File: src/rtl/seq_alu_if.sv
// Request/response bundle between the pipeline controller and seq_alu.
interface seq_alu_if #(
  parameter int unsigned WIDTH = 8
);
  logic             Start;
  logic [WIDTH-1:0] InputA;
  logic [WIDTH-1:0] InputB;
  logic             SC_in;
  logic [3:0]       OP;
  logic [WIDTH-1:0] Out;
  logic             SC_out;
  logic             Zero;
  logic             Busy;
  logic             Done;

  modport master (
    output Start, InputA, InputB, SC_in, OP,
    input  Out, SC_out, Zero, Busy, Done
  );

  modport slave (
    input  Start, InputA, InputB, SC_in, OP,
    output Out, SC_out, Zero, Busy, Done
  );
endinterface

File: src/rtl/seq_alu.sv
// Registered multi-cycle ALU: single-cycle logic/arith ops, shift-add MUL,
// and bit-serial shift-by-N, behind a Start/Busy/Done handshake.
module seq_alu #(
  parameter int unsigned WIDTH  = 8,
  parameter int unsigned MUL_EN = 1
) (
  input logic      Clk,
  input logic      Reset,
  seq_alu_if.slave bus
);
  localparam int unsigned SHAMT_W = $clog2(WIDTH) + 1;
  localparam int unsigned ACC_W   = 2 * WIDTH;

  localparam logic [3:0] OP_LSH  = 4'b0000;
  localparam logic [3:0] OP_RSH  = 4'b0001;
  localparam logic [3:0] OP_AND  = 4'b0010;
  localparam logic [3:0] OP_OR   = 4'b0011;
  localparam logic [3:0] OP_SHLN = 4'b0100;
  localparam logic [3:0] OP_SHRN = 4'b0101;
  localparam logic [3:0] OP_GEQ  = 4'b1000;
  localparam logic [3:0] OP_EQ   = 4'b1001;
  localparam logic [3:0] OP_NEG  = 4'b1010;
  localparam logic [3:0] OP_ADD  = 4'b1011;
  localparam logic [3:0] OP_MUL  = 4'b1100;
  localparam logic [3:0] OP_NEQ  = 4'b1101;

  typedef enum logic [1:0] {S_IDLE, S_RUN, S_FINISH} state_e;

  state_e             state_q,   state_d;
  logic [3:0]         op_q,      op_d;
  logic [WIDTH-1:0]   a_q,       a_d;
  logic [WIDTH-1:0]   b_q,       b_d;
  logic               sc_in_q,   sc_in_d;
  logic [ACC_W-1:0]   acc_q,     acc_d;
  logic [SHAMT_W-1:0] cnt_q,     cnt_d;
  logic               sc_last_q, sc_last_d;
  logic [WIDTH-1:0]   out_q,     out_d;
  logic               sc_out_q,  sc_out_d;
  logic               zero_q,    zero_d;
  logic               busy_q,    busy_d;
  logic               done_q,    done_d;

  logic [SHAMT_W-1:0] shamt_c;
  logic [WIDTH:0]     add_c;
  logic [WIDTH:0]     mul_sum_c;
  logic [WIDTH-1:0]   res_c;
  logic               res_sc_c;

  // Shift count saturates at WIDTH so a large B never wraps the counter.
  always_comb begin
    shamt_c = (bus.InputB > WIDTH'(WIDTH)) ? SHAMT_W'(WIDTH)
                                           : bus.InputB[SHAMT_W-1:0];
  end

  // Adder and one shift-add multiply step (upper half += A if LSB set, then shift right).
  always_comb begin
    add_c     = {1'b0, a_q} + {1'b0, b_q} + (WIDTH+1)'(sc_in_q);
    mul_sum_c = {1'b0, acc_q[ACC_W-1:WIDTH]} + (acc_q[0] ? {1'b0, a_q} : '0);
  end

  // Final result from latched operands / accumulator, consumed in FINISH.
  always_comb begin
    res_c    = '0;
    res_sc_c = 1'b0;
    case (op_q)
      OP_LSH:  begin res_c = {a_q[WIDTH-2:0], sc_in_q}; res_sc_c = a_q[WIDTH-1]; end
      OP_RSH:  begin res_c = {sc_in_q, a_q[WIDTH-1:1]}; res_sc_c = a_q[0]; end
      OP_AND:  res_c = a_q & b_q;
      OP_OR:   res_c = a_q | b_q;
      OP_SHLN, OP_SHRN: begin res_c = acc_q[WIDTH-1:0]; res_sc_c = sc_last_q; end
      OP_GEQ:  res_c = WIDTH'(a_q >= b_q);
      OP_EQ:   res_c = WIDTH'(a_q == b_q);
      OP_NEQ:  res_c = WIDTH'(a_q != b_q);
      OP_NEG:  res_c = (~a_q) + WIDTH'(1);
      OP_ADD:  {res_sc_c, res_c} = add_c;
      OP_MUL: begin
        if (MUL_EN != 0) begin
          res_c    = acc_q[WIDTH-1:0];
          res_sc_c = |acc_q[ACC_W-1:WIDTH];
        end
      end
      default: ;
    endcase
  end

  // Next-state and next-output logic for the IDLE/RUN/FINISH sequencer.
  always_comb begin
    state_d   = state_q;
    op_d      = op_q;
    a_d       = a_q;
    b_d       = b_q;
    sc_in_d   = sc_in_q;
    acc_d     = acc_q;
    cnt_d     = cnt_q;
    sc_last_d = sc_last_q;
    out_d     = out_q;
    sc_out_d  = sc_out_q;
    zero_d    = zero_q;
    busy_d    = busy_q;
    done_d    = 1'b0;
    case (state_q)
      S_IDLE: begin
        if (bus.Start) begin
          op_d      = bus.OP;
          a_d       = bus.InputA;
          b_d       = bus.InputB;
          sc_in_d   = bus.SC_in;
          busy_d    = 1'b1;
          sc_last_d = 1'b0;
          acc_d     = '0;
          cnt_d     = '0;
          state_d   = S_FINISH;
          if (bus.OP == OP_MUL && MUL_EN != 0) begin
            acc_d   = ACC_W'(bus.InputB);
            cnt_d   = SHAMT_W'(WIDTH);
            state_d = S_RUN;
          end else if (bus.OP == OP_SHLN || bus.OP == OP_SHRN) begin
            acc_d = ACC_W'(bus.InputA);
            cnt_d = shamt_c;
            if (shamt_c != '0) state_d = S_RUN;
          end
        end
      end
      S_RUN: begin
        cnt_d = cnt_q - SHAMT_W'(1);
        if (cnt_q == SHAMT_W'(1)) state_d = S_FINISH;
        case (op_q)
          OP_SHLN: begin
            sc_last_d = acc_q[WIDTH-1];
            acc_d     = ACC_W'({acc_q[WIDTH-2:0], 1'b0});
          end
          OP_SHRN: begin
            sc_last_d = acc_q[0];
            acc_d     = ACC_W'(acc_q[WIDTH-1:1]);
          end
          default: acc_d = {mul_sum_c, acc_q[WIDTH-1:1]};
        endcase
      end
      S_FINISH: begin
        out_d    = res_c;
        sc_out_d = res_sc_c;
        zero_d   = (res_c == '0);
        done_d   = 1'b1;
        busy_d   = 1'b0;
        state_d  = S_IDLE;
      end
      default: state_d = S_IDLE;
    endcase
  end

  // State and result registers; reset discards any in-flight operation.
  always_ff @(posedge Clk or posedge Reset) begin
    if (Reset) begin
      state_q   <= S_IDLE;
      op_q      <= '0;
      a_q       <= '0;
      b_q       <= '0;
      sc_in_q   <= 1'b0;
      acc_q     <= '0;
      cnt_q     <= '0;
      sc_last_q <= 1'b0;
      out_q     <= '0;
      sc_out_q  <= 1'b0;
      zero_q    <= 1'b1;
      busy_q    <= 1'b0;
      done_q    <= 1'b0;
    end else begin
      state_q   <= state_d;
      op_q      <= op_d;
      a_q       <= a_d;
      b_q       <= b_d;
      sc_in_q   <= sc_in_d;
      acc_q     <= acc_d;
      cnt_q     <= cnt_d;
      sc_last_q <= sc_last_d;
      out_q     <= out_d;
      sc_out_q  <= sc_out_d;
      zero_q    <= zero_d;
      busy_q    <= busy_d;
      done_q    <= done_d;
    end
  end

  assign bus.Out    = out_q;
  assign bus.SC_out = sc_out_q;
  assign bus.Zero   = zero_q;
  assign bus.Busy   = busy_q;
  assign bus.Done   = done_q;
endmodule

File: src/flat_wrapper.sv
// flat-port wrapper written by rule: the top's interface ports become plain ports
module seq_alu_flat 
#(
  parameter int unsigned WIDTH  = 8,
  parameter int unsigned MUL_EN = 1
)
  (Clk, Reset, bus_Start, bus_InputA, bus_InputB, bus_SC_in, bus_OP, bus_Out, bus_SC_out, bus_Zero, bus_Busy, bus_Done);
  seq_alu_if #(.WIDTH(WIDTH)) bus_i ();
  input logic Clk;
  input logic Reset;
  input wire logic [$bits(bus_i.Start)-1:0] bus_Start;
  input wire logic [$bits(bus_i.InputA)-1:0] bus_InputA;
  input wire logic [$bits(bus_i.InputB)-1:0] bus_InputB;
  input wire logic [$bits(bus_i.SC_in)-1:0] bus_SC_in;
  input wire logic [$bits(bus_i.OP)-1:0] bus_OP;
  output wire logic [$bits(bus_i.Out)-1:0] bus_Out;
  output wire logic [$bits(bus_i.SC_out)-1:0] bus_SC_out;
  output wire logic [$bits(bus_i.Zero)-1:0] bus_Zero;
  output wire logic [$bits(bus_i.Busy)-1:0] bus_Busy;
  output wire logic [$bits(bus_i.Done)-1:0] bus_Done;
  assign bus_i.Start = bus_Start;
  assign bus_i.InputA = bus_InputA;
  assign bus_i.InputB = bus_InputB;
  assign bus_i.SC_in = bus_SC_in;
  assign bus_i.OP = bus_OP;
  assign bus_Out = bus_i.Out;
  assign bus_SC_out = bus_i.SC_out;
  assign bus_Zero = bus_i.Zero;
  assign bus_Busy = bus_i.Busy;
  assign bus_Done = bus_i.Done;
  seq_alu #(.WIDTH(WIDTH), .MUL_EN(MUL_EN)) u_core (.Clk(Clk), .Reset(Reset), .bus(bus_i));
endmodule
File: config.mk
export PLATFORM = sky130hd
export DESIGN_NAME = seq_alu_flat
export DESIGN_NICKNAME = d
export VERILOG_FILES = /design/src/rtl/seq_alu_if.sv /design/src/rtl/seq_alu.sv /design/src/flat_wrapper.sv
export SDC_FILE = /design/constraint.sdc
export NUM_CORES = 1
export LEC_CHECK = 0
export ABC_AREA = 1
export ABC_CLOCK_PERIOD_IN_PS = 2700
export BUFFER_PORTS_ARGS = -buffer_cell sky130_fd_sc_hd__buf_4
export CORE_MARGIN = 2
export CORE_UTILIZATION = 42
export DETAILED_ROUTE_END_ITERATION = 16
export SLEW_MARGIN = 20
export SYNTH_ARGS = -nofsm -noshare
export SYNTH_HDL_FRONTEND = slang
export SYNTH_SLANG_ARGS = --single-unit
File: constraint.sdc
create_clock -name Clk -period 2.7 [get_ports Clk]
set_input_delay 0.27 -clock Clk [delete_from_list [all_inputs] [get_ports Clk]]
set_output_delay 0.27 -clock Clk [all_outputs]
set_load 0.01 [all_outputs]
==> load_flow_metrics.sql <==
INSERT INTO impl_metrics (metric_group, metric, value, unit) VALUES
('synth', 'warning_count_from_the_yosys_run', '0', ''),
('critical_path', 'critical_path.endpoint_type', 'register', ''),
('placement', 'detailed_place.area', '0.00473', 'sq mm'),
('min_path', 'min_path_type', 'in -> async', ''),
('synth', 'postSynthRegisterBits', '56', ''),
('finish', 'post_route_cell_area', '0.00484', 'sq mm'),
('sta', 'finalSetupTns', '0', 'ps'),
('status', 'run_status', 'finished clean', ''),
('synth', 'synth_cells', '638', ''),
('floorplanning', 'rows', '36', ''),
('clock_tree', 'clk_root_buffer_cell', 'sky130_fd_sc_hd__clkbuf_8', ''),
('floorplanning', 'floorplan.die.height', '105', 'um'),
('critical_path', 'timing.critical_path.from_type', 'register', ''),
('clock_tree', 'clock_insertion_delay_worst_skew', '320', 'ps'),
('finish', 'n_fill_cell', '1008', ''),
('global_route', 'number_of_global_route_vias_before_repair', '4011', ''),
('synth', 'mappedNetlistNets', '700', ''),
('drt', 'totalWireLength', '12500', 'um'),
('critical_path', 'slack_of_the_worst_reg_to_reg_path', '470', 'ps'),
('critical_path', 'worst-path-max-fanout', '4', ''),
('finish', 'stdcell_count', '804', ''),
('critical_path', 'worstPathRequired', '2980', 'ps'),
('clock_tree', 'post-cts-setup-buffers', '0', ''),
('finish', 'design.final.nets', '732', ''),
('sta', 'worst_case_headroom_to_the_max_slew_limit', '50.7', '%'),
('synth', 'synth.cell_area', '0.00431', 'sq mm'),
('floorplanning', 'fp.dieW', '105', 'um'),
('critical_path', 'crit_type', 'reg -> reg', ''),
('floorplanning', 'floorplan.initialDensity', '43.7', '%'),
('synth', 'main_combinational_cell_family_by_area_after_synthesis', 'simple AND/OR/NAND/NOR gates', ''),
('finish', 'layout_common_cells', '156 x sky130_fd_sc_hd__nand2_1, 103 x sky130_fd_sc_hd__inv_1, 72 x sky130_fd_sc_hd__nor2_1', ''),
('floorplanning', 'placeableCoreArea', '0.00986', 'sq mm'),
('global_route', 'grt_first_pass_wirelength', '21000', 'um'),
('sta', 'slew_viol_final', '0', ''),
('power', 'power.ir.vdd_worst', '419', 'uV'),
('drt', 'drt_first_pass_iters', '5', ''),
('critical_path', 'timing.rr.end', 'u_core.bus.Zero', ''),
('critical_path', 'critical_path.reg2reg.startpoint', 'u_core.sc_in_q', ''),
('floorplanning', 'design.die.area', '0.0111', 'sq mm'),
('synth', 'post_synth_and_or_nand_nor_area_fraction', '29.9', '%'),
('drt', 'viasPerCell', '5.26', ''),
('sta', 'skew', '8.90', 'ps'),
('floorplanning', 'io_pins', '36', ''),
('placement', 'dp_hpwl', '9800', 'um'),
('sta', 'grt_setup_unrepaired', 'false', ''),
('synth', 'synth.area.top_cells', 'sky130_fd_sc_hd__dfrtp_1 32%, sky130_fd_sc_hd__nand2_1 14%, sky130_fd_sc_hd__ha_1 10%, sky130_fd_sc_hd__inv_1 9.0%, sky130_fd_sc_hd__nand3_1 7.1%', ''),
('sta', 'final_min_period_over_clock_period', '82.6', '%'),
('finish', 'most_common_library_cell_in_the_layout_ignoring_fill_and_taps', 'sky130_fd_sc_hd__nand2_1', ''),
('clock_tree', 'cts.sink_count', '56', ''),
('sta', 'timing.final.hold_violations', '0', ''),
('sta', 'max_clock_freq', '0.448', 'GHz'),
('critical_path', 'worst_ep_arrival_time', '2510', 'ps'),
('clock_tree', 'cts-htree-levels', '2', ''),
('sta', 'final.min_clock_period', '2230', 'ps'),
('synth', 'muxShareOfSynthArea', '0.261', '%'),
('synth', 'synthXorXnorAreaFrac', '1.02', '%'),
('sta', 'setup_violations', '0', ''),
('clock_tree', 'clock_tree_buffer_depth', '2', ''),
('synth', 'synth_seq_area_share', '32.5', '%'),
('drt', 'drt_first_iter_violations', '377', ''),
('critical_path', 'ff2ff_path_depth', '12', ''),
('finish', 'drive_gt1_share', '8.94', '%'),
('power', 'power_density', '1220', 'mW/mm^2'),
('drt', 'detail-route-antenna-nets', '0', ''),
('global_route', 'globalRoute.totalOverflow', '0', ''),
('synth', 'synthDistinctLibCells', '31', ''),
('job', 'max_cap_violations', '0', ''),
('clock_tree', 'path_clk_slew', '110', 'ps'),
('synth', 'synthDominantCellAreaShare', '31.9', '%'),
('finish', 'area_growth', '12.2', '%'),
('synth', 'postSynthAreaPerCell', '6.76', 'sq um');
-- cell usage after synthesis --
master                      instances
sky130_fd_sc_hd__nand2_1          156
sky130_fd_sc_hd__inv_1            104
sky130_fd_sc_hd__nor2_1            72
sky130_fd_sc_hd__nand3_1           61
sky130_fd_sc_hd__dfrtp_1           55
sky130_fd_sc_hd__a21oi_1           46
sky130_fd_sc_hd__o21ai_0           36
sky130_fd_sc_hd__ha_1              35
sky130_fd_sc_hd__clkbuf_1           8
sky130_fd_sc_hd__a31oi_1            7
sky130_fd_sc_hd__a32oi_1            7
sky130_fd_sc_hd__buf_2              7
sky130_fd_sc_hd__nand4_1            6
sky130_fd_sc_hd__a22oi_1            4
sky130_fd_sc_hd__nand3b_1           4
sky130_fd_sc_hd__buf_1              3
sky130_fd_sc_hd__fa_1               3
sky130_fd_sc_hd__nor3_1             3
sky130_fd_sc_hd__xnor2_1            3
sky130_fd_sc_hd__nor2_2             2
sky130_fd_sc_hd__nor4_1             2
sky130_fd_sc_hd__o2111ai_1          2
sky130_fd_sc_hd__o211ai_1           2
sky130_fd_sc_hd__or2_2              2
sky130_fd_sc_hd__xor2_1             2
sky130_fd_sc_hd__a21o_1             1
sky130_fd_sc_hd__buf_4              1
sky130_fd_sc_hd__dfstp_2            1
sky130_fd_sc_hd__mux2_2             1
sky130_fd_sc_hd__nand3_2            1
sky130_fd_sc_hd__o21bai_1           1
-- worst max-delay path by stage --
| stage | from | endpoint | slack (ps) | cells after the start |
|---|---|---|---|---|
| finish | u_core.sc_in_q | u_core.bus.Zero | 470 | 12 |
| global route | u_core.a_q[3] | u_core.bus.Zero | 290 | 13 |
| CTS | u_core.sc_in_q | u_core.bus.Zero | 470 | 12 |
| detailed placement | u_core.sc_in_q | u_core.bus.Zero | 500 | 12 |
| global placement | u_core.a_q[3] | u_core.bus.Zero | 560 | 13 |
| floorplan | u_core.acc_q[0] | u_core.acc_q[13] | 700 | 14 |
-- metal layers --
layer	routed length [um]	up-vias	share of wire, %	track usage, %
met5	0	-	0	0
met4	272	0	2.2	6.48
met3	709	22	5.7	2.78
met2	5660	154	45	37.9
met1	5860	1944	47	33.8
li1	-	2108	-	-
-- per-stage QoR --
stage               hold WS, ps  worst slack (ps)  power [mW]
finish                      135               470        5.90
global route                171               288        6.54
global placement            465               564        5.23
CTS                         178               471        5.90
floorplan                   415               703        4.19
detailed placement          467               496        5.29
-- cell type report --
| cell class | count | area, sq um | area share, % |
|---|---|---|---|
| clock buffers | 5 | 68.8 | 1.42 |
| flip-flops and latches | 56 | 1400 | 29.0 |
| repair buffers | 44 | 330 | 6.82 |
| multi-input cells | 459 | 2440 | 50.3 |
| inverters | 104 | 390 | 8.06 |
| well taps | 133 | 166 | 3.44 |
| clock inverters | 3 | 46.3 | 0.956 |
-- power by group --
part | internal [mW] | total [mW] | switching [mW]
clock network | 0.280 | 0.597 | 0.316
logic | 1.30 | 3.68 | 2.38
registers | 1.22 | 1.63 | 0.411
total | 2.80 | 5.90 | 3.10
-- critical path, cell delays in order, from the launching register on --
cell                      delay (ps)
sky130_fd_sc_hd__dfrtp_1         440
sky130_fd_sc_hd__fa_1            500
sky130_fd_sc_hd__inv_1           110
sky130_fd_sc_hd__fa_1            160
sky130_fd_sc_hd__inv_1            70
sky130_fd_sc_hd__or2_2           270
sky130_fd_sc_hd__nand3_1          90
sky130_fd_sc_hd__nand3_1          70
sky130_fd_sc_hd__nor2_1          140
sky130_fd_sc_hd__nand3_1          80
sky130_fd_sc_hd__nor2_1          100
sky130_fd_sc_hd__nand3_1          80
sky130_fd_sc_hd__nand2_1          60
-- state kept, by name (all words and copies together) (netlist names) --
signal             cells
u_core.bus.Done        1
u_core.op_q            4
u_core.state_q         2
u_core.sc_in_q         1
u_core.bus.Busy        1
u_core.sc_last_q       1
u_core.bus.SC_out      1
u_core.bus.Out         8
u_core.b_q             8
u_core.a_q             8
u_core.cnt_q           4
u_core.acc_q          16
u_core.bus.Zero        1
-- cells by family after synthesis --
| logic type | count (synthesis) |
|---|---|
| and+or+nand+nor | 309 |
| adders and majority gates | 38 |
| AOI/OAI and AO/OA | 106 |
| muxes | 1 |
| DFF | 56 |
| buffers and inverters | 123 |
| xor gates and xnor gates | 5 |
(Power assumes the default switching activity.)
